==> config.mk <==
export PLATFORM = sky130hd
export DESIGN_NAME = seq_cla_addsub
export DESIGN_NICKNAME = d
export VERILOG_FILES = /design/src/rtl/seq_cla_addsub_pkg.sv /design/src/rtl/seq_cla_addsub_cla4_slice.sv /design/src/rtl/seq_cla_addsub.sv
export SDC_FILE = /design/constraint.sdc
export NUM_CORES = 1
export LEC_CHECK = 0
export BUFFER_PORTS_ARGS = -buffer_cell sky130_fd_sc_hd__buf_2
export CAP_MARGIN = 20
export CORE_MARGIN = 1.5
export CORE_UTILIZATION = 45
export CTS_CLUSTER_DIAMETER = 60
export CTS_CLUSTER_SIZE = 14
export DETAILED_ROUTE_END_ITERATION = 16
export PLACE_DENSITY = 0.77
export REMOVE_ABC_BUFFERS = 1
export SYNTH_ARGS = -nofsm -noshare
export SYNTH_HDL_FRONTEND = slang
export SYNTH_SLANG_ARGS = --single-unit
==> constraint.sdc <==
create_clock -name clk -period 2.9 [get_ports clk]
set_input_delay 0.435 -clock clk [delete_from_list [all_inputs] [get_ports clk]]
set_output_delay 0.435 -clock clk [all_outputs]
set_load 0.03 [all_outputs]
==> src/rtl/seq_cla_addsub_pkg.sv <==
// seq_cla_addsub_pkg: slice width, FSM encoding and slice-count helper shared by seq_cla_addsub
package seq_cla_addsub_pkg;
    localparam int SLICE = 4;
    typedef enum logic [1:0] {
        IDLE = 2'd0,
        RUN  = 2'd1,
        DONE = 2'd2
    } state_t;
    function automatic int slice_count(input int width);
        return width / SLICE;
    endfunction
endpackage

==> src/rtl/seq_cla_addsub_cla4_slice.sv <==
// cla4_slice: combinational 4-bit carry-lookahead adder slice exposing the full carry vector c1..c4
module cla4_slice (
    input  logic [3:0] a,
    input  logic [3:0] b,
    input  logic       cin,
    output logic [3:0] sum,
    output logic [3:0] carry
);
    import seq_cla_addsub_pkg::*;
    logic [3:0] g, p;
    assign g = a & b;
    assign p = a ^ b;
    assign carry[0] = g[0] | (p[0] & cin);
    assign carry[1] = g[1] | (p[1] & g[0]) | (p[1] & p[0] & cin);
    assign carry[2] = g[2] | (p[2] & g[1]) | (p[2] & p[1] & g[0]) | (p[2] & p[1] & p[0] & cin);
    assign carry[3] = g[3] | (p[3] & g[2]) | (p[3] & p[2] & g[1]) | (p[3] & p[2] & p[1] & g[0])
                    | (p[3] & p[2] & p[1] & p[0] & cin);
    assign sum = p ^ {carry[2:0], cin};
endmodule

==> src/rtl/seq_cla_addsub.sv <==
// seq_cla_addsub: multi-cycle add/sub reusing one 4-bit lookahead slice, LSB slice first
// Optional zero/neg result flags when SEQ_CLA_FLAGS_EN is defined.
module seq_cla_addsub #(
    parameter int WIDTH = 16,
    parameter int SLICE = 4
) (
    input  logic             clk,
    input  logic             rst_n,
    input  logic             in_valid,
    output logic             in_ready,
    input  logic [WIDTH-1:0] a,
    input  logic [WIDTH-1:0] b,
    input  logic             sub,
    output logic             out_valid,
    input  logic             out_ready,
    output logic [WIDTH-1:0] result,
    output logic             cout,
    output logic             ovf
`ifdef SEQ_CLA_FLAGS_EN
    ,
    output logic             zero,
    output logic             neg
`endif
);
    import seq_cla_addsub_pkg::*;
    localparam int NS = slice_count(WIDTH);
    localparam int IW = NS > 1 ? $clog2(NS) : 1;
    generate
        if (SLICE != 4 || WIDTH < SLICE || WIDTH % SLICE != 0) begin : g_bad_cfg
            $error("seq_cla_addsub: WIDTH must be a positive multiple of SLICE=4");
        end
    endgenerate
    state_t           state;
    logic [WIDTH-1:0] a_r, b_r, res_nxt;
    logic [IW-1:0]    idx;
    logic             carry, last;
    logic [3:0]       s_sum, s_c;
    cla4_slice u_slice (
        .a     (a_r[idx*SLICE +: SLICE]),
        .b     (b_r[idx*SLICE +: SLICE]),
        .cin   (carry),
        .sum   (s_sum),
        .carry (s_c)
    );
    assign last = idx == IW'(NS - 1);
    always_comb begin
        res_nxt = result;
        res_nxt[idx*SLICE +: SLICE] = s_sum;
    end
    always_ff @(posedge clk) begin
        if (!rst_n) begin
            state     <= IDLE;
            in_ready  <= 1'b1;
            out_valid <= 1'b0;
            result    <= '0;
            cout      <= 1'b0;
            ovf       <= 1'b0;
            idx       <= '0;
            carry     <= 1'b0;
            a_r       <= '0;
            b_r       <= '0;
        end else begin
            case (state)
                IDLE: if (in_valid) begin
                    a_r      <= a;
                    b_r      <= sub ? ~b : b;
                    carry    <= sub;
                    idx      <= '0;
                    in_ready <= 1'b0;
                    state    <= RUN;
                end
                RUN: begin
                    result <= res_nxt;
                    carry  <= s_c[3];
                    idx    <= last ? '0 : idx + 1'b1;
                    if (last) begin
                        cout      <= s_c[3];
                        ovf       <= s_c[3] ^ s_c[2];
                        out_valid <= 1'b1;
                        state     <= DONE;
                    end
                end
                DONE: if (out_ready) begin
                    out_valid <= 1'b0;
                    in_ready  <= 1'b1;
                    state     <= IDLE;
                end
                default: state <= IDLE;
            endcase
        end
    end
`ifdef SEQ_CLA_FLAGS_EN
    always_ff @(posedge clk) begin
        if (!rst_n) begin
            zero <= 1'b0;
            neg  <= 1'b0;
        end else if (state == RUN && last) begin
            zero <= res_nxt == '0;
            neg  <= res_nxt[WIDTH-1];
        end
    end
`endif
endmodule

== After elaboration in Yosys (flattened, before gate mapping) ==
Index checks and enable logic that the tools add are counted.

* Register bits: 57
* Input bits: 37
* Word-level logic and storage cells: 80

* Add/subtract/negate cells: 2
* Reduce and logical (&&, ||, !) cells: 10
* Shifts and indexed selects: 4
* Bitwise gates (word level): 31
* Equality and inequality tests: 6
* Multiplexer cells: 17

{| class="wikitable"
|+ Operators by type and width
! cell !! number
|-
| negator 4 -> 34 bit || 1
|-
| variable shift 4 x 34 -> 16 bit, first input constant || 1
|-
| variable part select 4 x 34 -> 16 bit || 1
|-
| variable part select 16 x 5 -> 4 bit || 2
|-
| bitwise AND 1 bit || 16
|-
| bitwise mux 16 bit || 1
|-
| 2-to-1 mux 16 bit || 1
|-
| inverter 16 bit || 1
|-
| 2-to-1 mux 2 bit || 5
|-
| bitwise OR 1 bit || 10
|-
| AND reduction 3 bit || 3
|-
| bitwise XOR 4 bit || 2
|-
| inequality test 2 bit, second input constant || 3
|-
| one-hot mux 1 bit (2 select lines) || 3
|-
| one-hot mux 2 bit (3 select lines) || 1
|-
| AND reduction 2 bit || 3
|-
| nonzero test 2 bit || 3
|-
| 2-to-1 mux 1 bit || 5
|-
| bitwise AND 4 bit || 1
|-
| equality test 2 bit, second input constant || 2
|-
| one-hot mux 2 bit (2 select lines) || 1
|-
| adder 2 x 1 -> 2 bit, second input constant || 1
|-
| equality test 2 x 1 -> 1 bit, second input constant || 1
|-
| logical NOT 2 bit || 1
|-
| bitwise XOR 1 bit || 1
|}

== Depth between registers and ports, before layout ==
Gate-level depths: netlist of run 1.

* Depth after elaboration: 9
* Gate-level depth with buffers: 7

== Cells and area by module ==
From an unflattened synthesis of run 1, not the netlist that was laid out.

* Cell total of the unflattened synthesis: 290
* Area, all modules: 2,763.9 µm²

{| class="wikitable"
|+ Modules (own cells, without submodules)
! module !! cells each !! times used !! area an instance (µm²)
|-
| seq_cla_addsub || 275 || 1 || 2,621.3
|-
| cla4_slice || 15 || 1 || 142.6
|}

== Worst setup path after synthesis of run 1 ==
Ideal clock, no wire load.

* Kind: reg2reg
* Start: register idx[0]
* End: register result[10]
* Cell stages (with the launch flop): 8
* Data required time: 2.782 ns
* Path buffers: 1
* Setup slack: 0.372 ns
* Arrival time: 2.410 ns
* Period minus slack after synthesis: 2.528 ns
* Path through: dfxtp_1 > buf_4 > mux4_2 > ha_1 > a211oi_1 > or3b_2 > a32oi_1 > nor2b_1

* Longest elaborated chain between the ends: 9
* Elaborated cells on any way between the ends: 24
* Classes of those cells: 1 x add/sub; 4 x shift; 1 x mux; 18 x bitwise

{| class="wikitable"
|+ Ends and longest elaborated chain
! what !! line !! source
|-
| from (decl) || seq_cla_addsub.sv:35 || <nowiki>logic [IW-1:0] idx;</nowiki>
|-
| from (signal assigned) || seq_cla_addsub.sv:75 || <nowiki>idx <= last ? '0 : idx + 1'b1;</nowiki>
|-
| variable part select 16 x 5 -> 4 bit (on tied branches) || seq_cla_addsub.sv:39, seq_cla_addsub.sv:40 ||
|-
| bitwise XOR 4 bit or bitwise AND 4 bit (tied branches) || seq_cla_addsub_cla4_slice.sv:12, seq_cla_addsub_cla4_slice.sv:11 ||
|-
| bitwise AND 1 bit || seq_cla_addsub_cla4_slice.sv:15 || <nowiki>assign carry[2] = g[2] | (p[2] & g[1]) | (p[2] & p[1] & g[0]) | (p[2] & p[1] & p[0] & cin);</nowiki>
|-
| bitwise OR 1 bit or bitwise AND 1 bit (tied branches) (2 in series) || seq_cla_addsub_cla4_slice.sv:15 ||
|-
| bitwise OR 1 bit || seq_cla_addsub_cla4_slice.sv:15 ||
|-
| bitwise XOR 4 bit || seq_cla_addsub_cla4_slice.sv:18 || <nowiki>assign sum = p ^ {carry[2:0], cin};</nowiki>
|-
| variable part select 4 x 34 -> 16 bit || seq_cla_addsub.sv:48 || <nowiki>res_nxt[idx*SLICE +: SLICE] = s_sum;</nowiki>
|-
| bitwise mux 16 bit * || seq_cla_addsub.sv:48 ||
|-
| to (signal assigned) || seq_cla_addsub.sv:73 || <nowiki>result <= res_nxt;</nowiki>
|-
| to (decl) || seq_cla_addsub.sv:16 || <nowiki>output logic [WIDTH-1:0] result,</nowiki>
|}

Mark *: on every way between the ends. The rest lies on a longest branch, timed or not.
A chain may end at the register's enable or synchronous reset.

== Worst setup path after layout of run 1 ==
* Start: register idx[0]
* End: register result[11]

The elaborated chain is that of the path after synthesis.

==> impl_results.rst, run 1 <==
.. list-table::
   :header-rows: 1

   * - Metric
     - Value
   * - DRT antenna net count
     - 0
   * - CP Launch Type
     - register
   * - CTS sink count
     - 57
   * - Proportion of total power due to net switching
     - 27.2%
   * - Minimum clock period
     - 2.56 ns
   * - Detail-routed net length per standard cell
     - 13.9 um
   * - PwrDens
     - 557 mW/mm^2
   * - Root Driver
     - sky130_fd_sc_hd__clkbuf_8
   * - Clock transition at the registers of the reported paths
     - 0.07 ns
   * - Highest fanout seen on the critical path
     - 9
   * - Final sum of negative setup slack
     - 0 ns
   * - Top_reg_cell synth
     - sky130_fd_sc_hd__dfxtp_1
   * - Pwr Total
     - 1.84 mW
   * - Area of the placeable core
     - 0.00599 sq mm
   * - CTS tree
     - done
   * - Clock share of power
     - 38.2%
   * - Total setup buffers inserted after CTS
     - 0
   * - Die Ht
     - 82.0 um
   * - Transition at the pin with the smallest max-transition slack
     - 0.622 ns
   * - I/O pin total
     - 57
   * - Switching pwr
     - 502 uW
   * - Drt first-iter violations
     - 97
   * - TritonCTS buffer count
     - 9
   * - Clock latency reported for the late side of the worst-skew pair
     - 0.34 ns
   * - Number of buffers inserted by hold repair at cts
     - 0
   * - Signed area change from the synthesized netlist to the final layout
     - 17.9%
   * - Kind of capture point of the worst setup path
     - register
   * - Worst path arrival time
     - 2.79 ns
   * - Number of hold-slack violations in the final timing report
     - 0
   * - Synthesis warning total
     - 0
   * - Proportion of power drawn by combinational gates
     - 15.3%
   * - Cell accounting for the most synthesized area
     - sky130_fd_sc_hd__dfxtp_1
   * - Total number of nets in the final design
     - 391
   * - Vias per Instance
     - 5.26
   * - Area post-placement
     - 0.00313 sq mm
   * - Global-route wire length before repair
     - 9780 um
   * - Via count
     - 2,216
   * - Maximum VDD drop
     - 0.000352 V
   * - Pin count of the biggest net entering global routing
     - 49
   * - Fmax
     - 391 MHz
   * - Proportion of register bits with asynchronous set or reset after synthesis
     - 0%
   * - Kind of path behind the tightest hold check
     - input pin to register
   * - Post-synth EDFFs
     - 0
   * - H-Tree Depth
     - 3
   * - LEAKAGE
     - 1.51 nW
   * - X dimension of the die
     - 82.0 um
   * - Number of port buffers
     - 56
   * - Post-synthesis average cell area
     - 9.72 sq um
   * - Final clock skew
     - 0.00793 ns
   * - Cell area after technology mapping
     - 0.00281 sq mm
   * - Worst hold margin
     - 0.319 ns
   * - Most frequent standard cell in the layout excluding fill and tap cells
     - sky130_fd_sc_hd__nand2_1
   * - Synth Instances
     - 289
   * - Fraction of final layout cells with drive strength greater than 1
     - 27.2%
   * - Yosys top cell area share
     - 40.6%
   * - Number of flip-flops and latches in the synthesized netlist
     - 57
   * - Number of violations of the max-capacitance limit
     - 0
   * - Req. time, crit path
     - 3.13 ns
   * - Worst reg2reg setup slack
     - 0.34 ns
   * - Final instance area
     - 0.00331 sq mm
   * - Floorplan die area
     - 0.00672 sq mm
   * - Global router's overall resource usage
     - 19.7%
   * - Total grt overflow
     - 0
   * - Routability cong.
     - 0.837
   * - Crit Path Category
     - register to register
   * - Internal cell power
     - 1.34 mW
   * - Maximum clock path buffer count
     - 2
   * - Post-synth cell types
     - 46
   * - Leading cell types in the layout, fill and taps excluded
     - sky130_fd_sc_hd__nand2_1 (60), sky130_fd_sc_hd__dfxtp_1 (57), sky130_fd_sc_hd__buf_2 (56)
   * - Antenna diode instance count
     - 0
   * - DR pass1 iterations
     - 4
   * - Drt drc
     - 0
   * - Setup violation total in the final timing report
     - 0
   * - Setup repair after global routing missed its margin
     - false
   * - Routed WL
     - 5830 um
   * - Number of global-route vias before repair
     - 2,108
   * - Max transition margin
     - 58.5%
   * - Period Utilization, post-route
     - 88.3%
   * - DP Wirelength
     - 4220 um
   * - Share of power burned in registers
     - 46.6%
   * - Result of the run
     - finished clean
   * - Starting utilization of the core area
     - 46.9%
   * - Number of gates resized after CTS
     - 0
   * - Rows
     - 28
   * - Largest cells by area after synthesis
     - sky130_fd_sc_hd__dfxtp_1 (41%), sky130_fd_sc_hd__nand2_1 (8.0%), sky130_fd_sc_hd__mux4_2 (6.4%), sky130_fd_sc_hd__o211a_1 (5.7%), sky130_fd_sc_hd__xnor2_1 (5.3%)
   * - Final Max Slew Viols
     - 0
   * - Initial antenna violation count
     - 0
   * - Final cell count without fillers
     - 421
   * - Post-synthesis sequential area ratio
     - 40.6%
   * - Cells after DPL
     - 406
[flip-flops by register name (all words and copies together), names as in the netlist]
name       count
out_valid      1
idx            2
state          2
b_r           16
result        16
a_r           16
ovf            1
cout           1
in_ready       1
carry          1
[synthesized netlist by cell type, types with 2 or more instances]
master                     number
sky130_fd_sc_hd__nand2_1       60
sky130_fd_sc_hd__dfxtp_1       57
sky130_fd_sc_hd__xnor2_1       17
sky130_fd_sc_hd__o211a_1       16
sky130_fd_sc_hd__nor2b_1       13
sky130_fd_sc_hd__ha_1          11
sky130_fd_sc_hd__a21boi_1      10
sky130_fd_sc_hd__a22oi_1        9
sky130_fd_sc_hd__o21ai_0        9
sky130_fd_sc_hd__clkbuf_1       8
sky130_fd_sc_hd__mux4_2         8
sky130_fd_sc_hd__a21boi_0       7
sky130_fd_sc_hd__buf_2          7
sky130_fd_sc_hd__and3_1         4
sky130_fd_sc_hd__buf_4          4
sky130_fd_sc_hd__inv_1          4
sky130_fd_sc_hd__nand2b_1       4
sky130_fd_sc_hd__nor2_1         4
sky130_fd_sc_hd__a21oi_1        3
sky130_fd_sc_hd__a31o_2         3
sky130_fd_sc_hd__a31oi_1        2
sky130_fd_sc_hd__a32oi_1        2
sky130_fd_sc_hd__nand3_1        2
sky130_fd_sc_hd__nor3b_1        2
sky130_fd_sc_hd__o21bai_1       2
[cells by family after synthesis]
group | count (synthesis) | share of synthesized area, %
XOR/XNOR | 18 | 5.61
buffers and inverters | 23 | 3.92
AND/OR/NAND/NOR | 101 | 18.4
multiplexers | 8 | 6.41
adder cells (fa/ha/maj) | 12 | 5.61
AO/OA/AOI/OAI | 70 | 19.4
flip-flops | 57 | 40.6
[stage by stage]
step	worst slack, ns	utilization (%)
2_1_floorplan	0.264	-
3_3_place_gp	0.396	52.2
3_5_place_dp	0.319	52.2
4_1_cts	0.311	55.3
5_1_grt	0.137	55.3
6_report	0.340	55.3
[metal layers]
metal  routed length (um)  share of wire [%]  vias up  track usage (%)
met5                    0                  0        -                0
met4                  135                2.3        0             8.64
met3                  390                6.7       14             7.00
met2                 2750                 47       73             31.7
met1                 2550                 44     1011             23.6
li1                     -                  -     1118                -
[worst max-delay path: stages (launching register included)]
cell and delay, ns:
sky130_fd_sc_hd__dfxtp_1 0.62, sky130_fd_sc_hd__mux4_2 0.62, sky130_fd_sc_hd__ha_1 0.34, sky130_fd_sc_hd__a41o_1 0.26, sky130_fd_sc_hd__a21oi_2 0.17, sky130_fd_sc_hd__xnor2_1 0.16, sky130_fd_sc_hd__a31o_2 0.27
[layout make-up]
type | instances | area (sq um)
fillers | 570 | 2680
multi-input cells | 209 | 1560
flip-flops and latches | 57 | 1140
repair buffers | 61 | 318
clock buffers | 9 | 124
well taps | 75 | 93.8
clock inverters | 6 | 60.1
inverters | 4 | 15.0
[final timing paths]
path,start,to,cells past startpoint
setup / recovery,idx[0]$_SDFFE_PN0P_,result[11]$_SDFFE_PN0P_,6
hold / removal,a[11],a_r[11]$_SDFFE_PN0P_,3
setup reg to reg,idx[0]$_SDFFE_PN0P_,result[11]$_SDFFE_PN0P_,6
hold reg to reg,a_r[7]$_SDFFE_PN0P_,a_r[7]$_SDFFE_PN0P_,2
[power by group through the flow]
stage | registers, mW | logic [mW] | clock network (mW)
after floorplan | 0.878 | 0.179 | 0
after global placement | 0.875 | 0.277 | 0
after detailed placement | 0.878 | 0.283 | 0
after CTS | 0.860 | 0.284 | 0.722
after global routing | 0.866 | 0.318 | 0.749
final | 0.859 | 0.282 | 0.704
(Power assumes the default switching activity.)
==> inputs of run 2 (changes only) <==
- MAX_ROUTING_LAYER: default -> met4
- PLACE_DENSITY: 0.77 -> 0.67
- RECOVER_POWER: default -> 25
==> impl_results.rst, run 2 (synthesized netlist as in run 1, its figures left out) <==
.. list-table::
   :header-rows: 1

   * - Metric
     - Value
   * - Result of the run
     - finished clean
   * - Vias per Instance
     - 5.27 (about the same)
   * - Number of violations of the max-capacitance limit
     - 0 (unchanged)
   * - Crit Path Category
     - register to register
   * - Max transition margin
     - 63.2% (+4.7 points)
   * - Minimum clock period
     - 2.54 ns (-0.0244 ns)
   * - Root Driver
     - sky130_fd_sc_hd__clkbuf_8
   * - Via count
     - 2,212 (-0.18%)
   * - Detail-routed net length per standard cell
     - 13.9 um (+0.26%)
   * - Fmax
     - 394 MHz (+0.96%)
   * - DRT antenna net count
     - 0 (unchanged)
   * - Registers with the most flip-flops
     - a_r (16), b_r (16), result (16)
   * - Total number of nets in the final design
     - 390 (-0.26%)
   * - Worst slack, placed
     - 0.339 ns (+0.0198 ns)
   * - Kind of path behind the tightest hold check
     - input pin to register
   * - Number of port buffers
     - 56 (unchanged)
   * - Starting utilization of the core area
     - 46.9% (unchanged)
   * - Highest fanout seen on the critical path
     - 8 (-1)
   * - CTS sink count
     - 57 (unchanged)
   * - Signed area change from the synthesized netlist to the final layout
     - 17.2%
   * - Initial antenna violation count
     - 0 (unchanged)
   * - Setup violation total in the final timing report
     - 0 (unchanged)
   * - Cells after DPL
     - 405 (-0.25%)
   * - I/O pin total
     - 57 (unchanged)
   * - Number of global-route vias before repair
     - 1,998 (-5.2%)
   * - LEAKAGE
     - 1.44 nW (-4.8%)
   * - Area of the placeable core
     - 0.00599 sq mm (unchanged)
   * - Floorplan die area
     - 0.00672 sq mm (unchanged)
   * - Drt drc
     - 0 (unchanged)
   * - Final cell count without fillers
     - 420 (-0.24%)
   * - Number of hold-slack violations in the final timing report
     - 0 (unchanged)
   * - Clock latency reported for the late side of the worst-skew pair
     - 0.33 ns (about the same)
   * - Final sum of negative setup slack
     - 0 ns (unchanged)
   * - Leading cell types in the layout, fill and taps excluded
     - sky130_fd_sc_hd__nand2_1 (60), sky130_fd_sc_hd__dfxtp_1 (57), sky130_fd_sc_hd__buf_2 (38)
   * - Most frequent standard cell in the layout excluding fill and tap cells
     - sky130_fd_sc_hd__nand2_1
   * - Total setup buffers inserted after CTS
     - 0 (unchanged)
   * - DR pass1 iterations
     - 4 (unchanged)
   * - Final Max Slew Viols
     - 0 (unchanged)
   * - Routed WL
     - 5830 um (about the same)
   * - Routability cong.
     - 0.773 (-7.6%)
   * - Kind of capture point of the worst setup path
     - register
   * - X dimension of the die
     - 82.0 um (unchanged)
   * - Clock transition at the registers of the reported paths
     - 0.07 ns (about the same)
   * - Number of gates resized after CTS
     - 0 (unchanged)
   * - Global-route wire length before repair
     - 9420 um (-3.7%)
   * - Maximum VDD drop
     - 0.000352 V (about the same)
   * - Final clock skew
     - 0.00607 ns (-0.00186 ns)
   * - Fraction of final layout cells with drive strength greater than 1
     - 21.4% (-5.7 points)
   * - Worst path arrival time
     - 2.76 ns (-0.03 ns)
   * - Total grt overflow
     - 0 (unchanged)
   * - Transition at the pin with the smallest max-transition slack
     - 0.552 ns (-0.0706 ns)
   * - Pin count of the biggest net entering global routing
     - 65 (+33%)
   * - Die Ht
     - 82.0 um (unchanged)
   * - CP Launch Type
     - register
   * - Final worst setup slack
     - 0.365 ns (+0.0244 ns)
   * - Rows
     - 28 (unchanged)
   * - Period Utilization, post-route
     - 87.4% (-0.84 points)
   * - H-Tree Depth
     - 3 (unchanged)
   * - Setup repair after global routing missed its margin
     - false
   * - Req. time, crit path
     - 3.12 ns (about the same)
   * - DP Wirelength
     - 4020 um (-4.8%)
   * - Drt first-iter violations
     - 109 (+12%)
   * - CTS tree
     - done
   * - TritonCTS buffer count
     - 9 (unchanged)
   * - Number of buffers inserted by hold repair at cts
     - 0 (unchanged)
   * - PwrDens
     - 570 mW/mm^2 (+2.3%)
   * - Global router's overall resource usage
     - 19.2% (-0.51 points)
   * - Maximum clock path buffer count
     - 2 (unchanged)
   * - Antenna diode instance count
     - 0 (unchanged)
==> run 2: cell count changes in the layout (fill, tap and decap cells not counted), sizes merged <==
cell,before,now
clkbuf,9,30
buf,61,42
clkinvlp,2,0
clkinv,3,2
==> run 2: per-layer routing <==
| metal | up-vias | global-route usage (%) | share of wire (%) |
|---|---|---|---|
| li1 | 1125 | - | - |
| met1 | 1030 | 23.4 | 45 |
| met2 | 55 | 30.8 | 49 |
| met3 | 2 | 5.56 | 5.4 |
| met4 | 0 | 5.59 | 0.41 |
| met5 | - | - | 0 |
==> run 2: worst paths after layout <==
path / to / slack (ns) / depth (start not counted) / from
setup / recovery: result[11]$_SDFFE_PN0P_ / 0.36 / 6 / idx[0]$_SDFFE_PN0P_
hold / removal: a_r[6]$_SDFFE_PN0P_ / 0.34 / 3 / a[6]
setup reg to reg: result[11]$_SDFFE_PN0P_ / 0.36 / 6 / idx[0]$_SDFFE_PN0P_
hold reg to reg: a_r[6]$_SDFFE_PN0P_ / 0.46 / 2 / a_r[6]$_SDFFE_PN0P_
==> run 2: layout make-up <==
type,count,area (sq um)
fill,581,2700
clock buffer,12,155
inverter,4,15.0
tap,75,93.8
multi-input combinational,209,1560
timing repair buffer,60,288
sequential,57,1140
clock inverter,3,40.0
==> run 2: report_power, final <==
part | switching, mW | total, mW | internal (mW) | leakage (nW)
logic | 0.152 | 0.280 | 0.128 | 0.871
clock network | 0.303 | 0.739 | 0.436 | 0.102
registers | 0.0313 | 0.858 | 0.827 | 0.467
==> run 2: stage by stage <==
step                      total power [mW]  hold WS, ns  util, %  area [sq um]
after global routing                  1.96        0.341     55.0          3290
after floorplan                       1.06        0.432        -          2710
final                                 1.88        0.336     55.0          3290
after CTS                             1.89        0.329     55.3          3320
after detailed placement              1.16        0.451     52.1          3120
after global placement                1.15        0.444     52.1          3120
==> run 2: worst max-delay path, stage by stage (launching register included) <==
cell	delay, ns
sky130_fd_sc_hd__dfxtp_1	0.60
sky130_fd_sc_hd__mux4_2	0.62
sky130_fd_sc_hd__ha_1	0.33
sky130_fd_sc_hd__a41o_1	0.26
sky130_fd_sc_hd__a21oi_2	0.18
sky130_fd_sc_hd__xnor2_1	0.16
sky130_fd_sc_hd__a31o_2	0.26
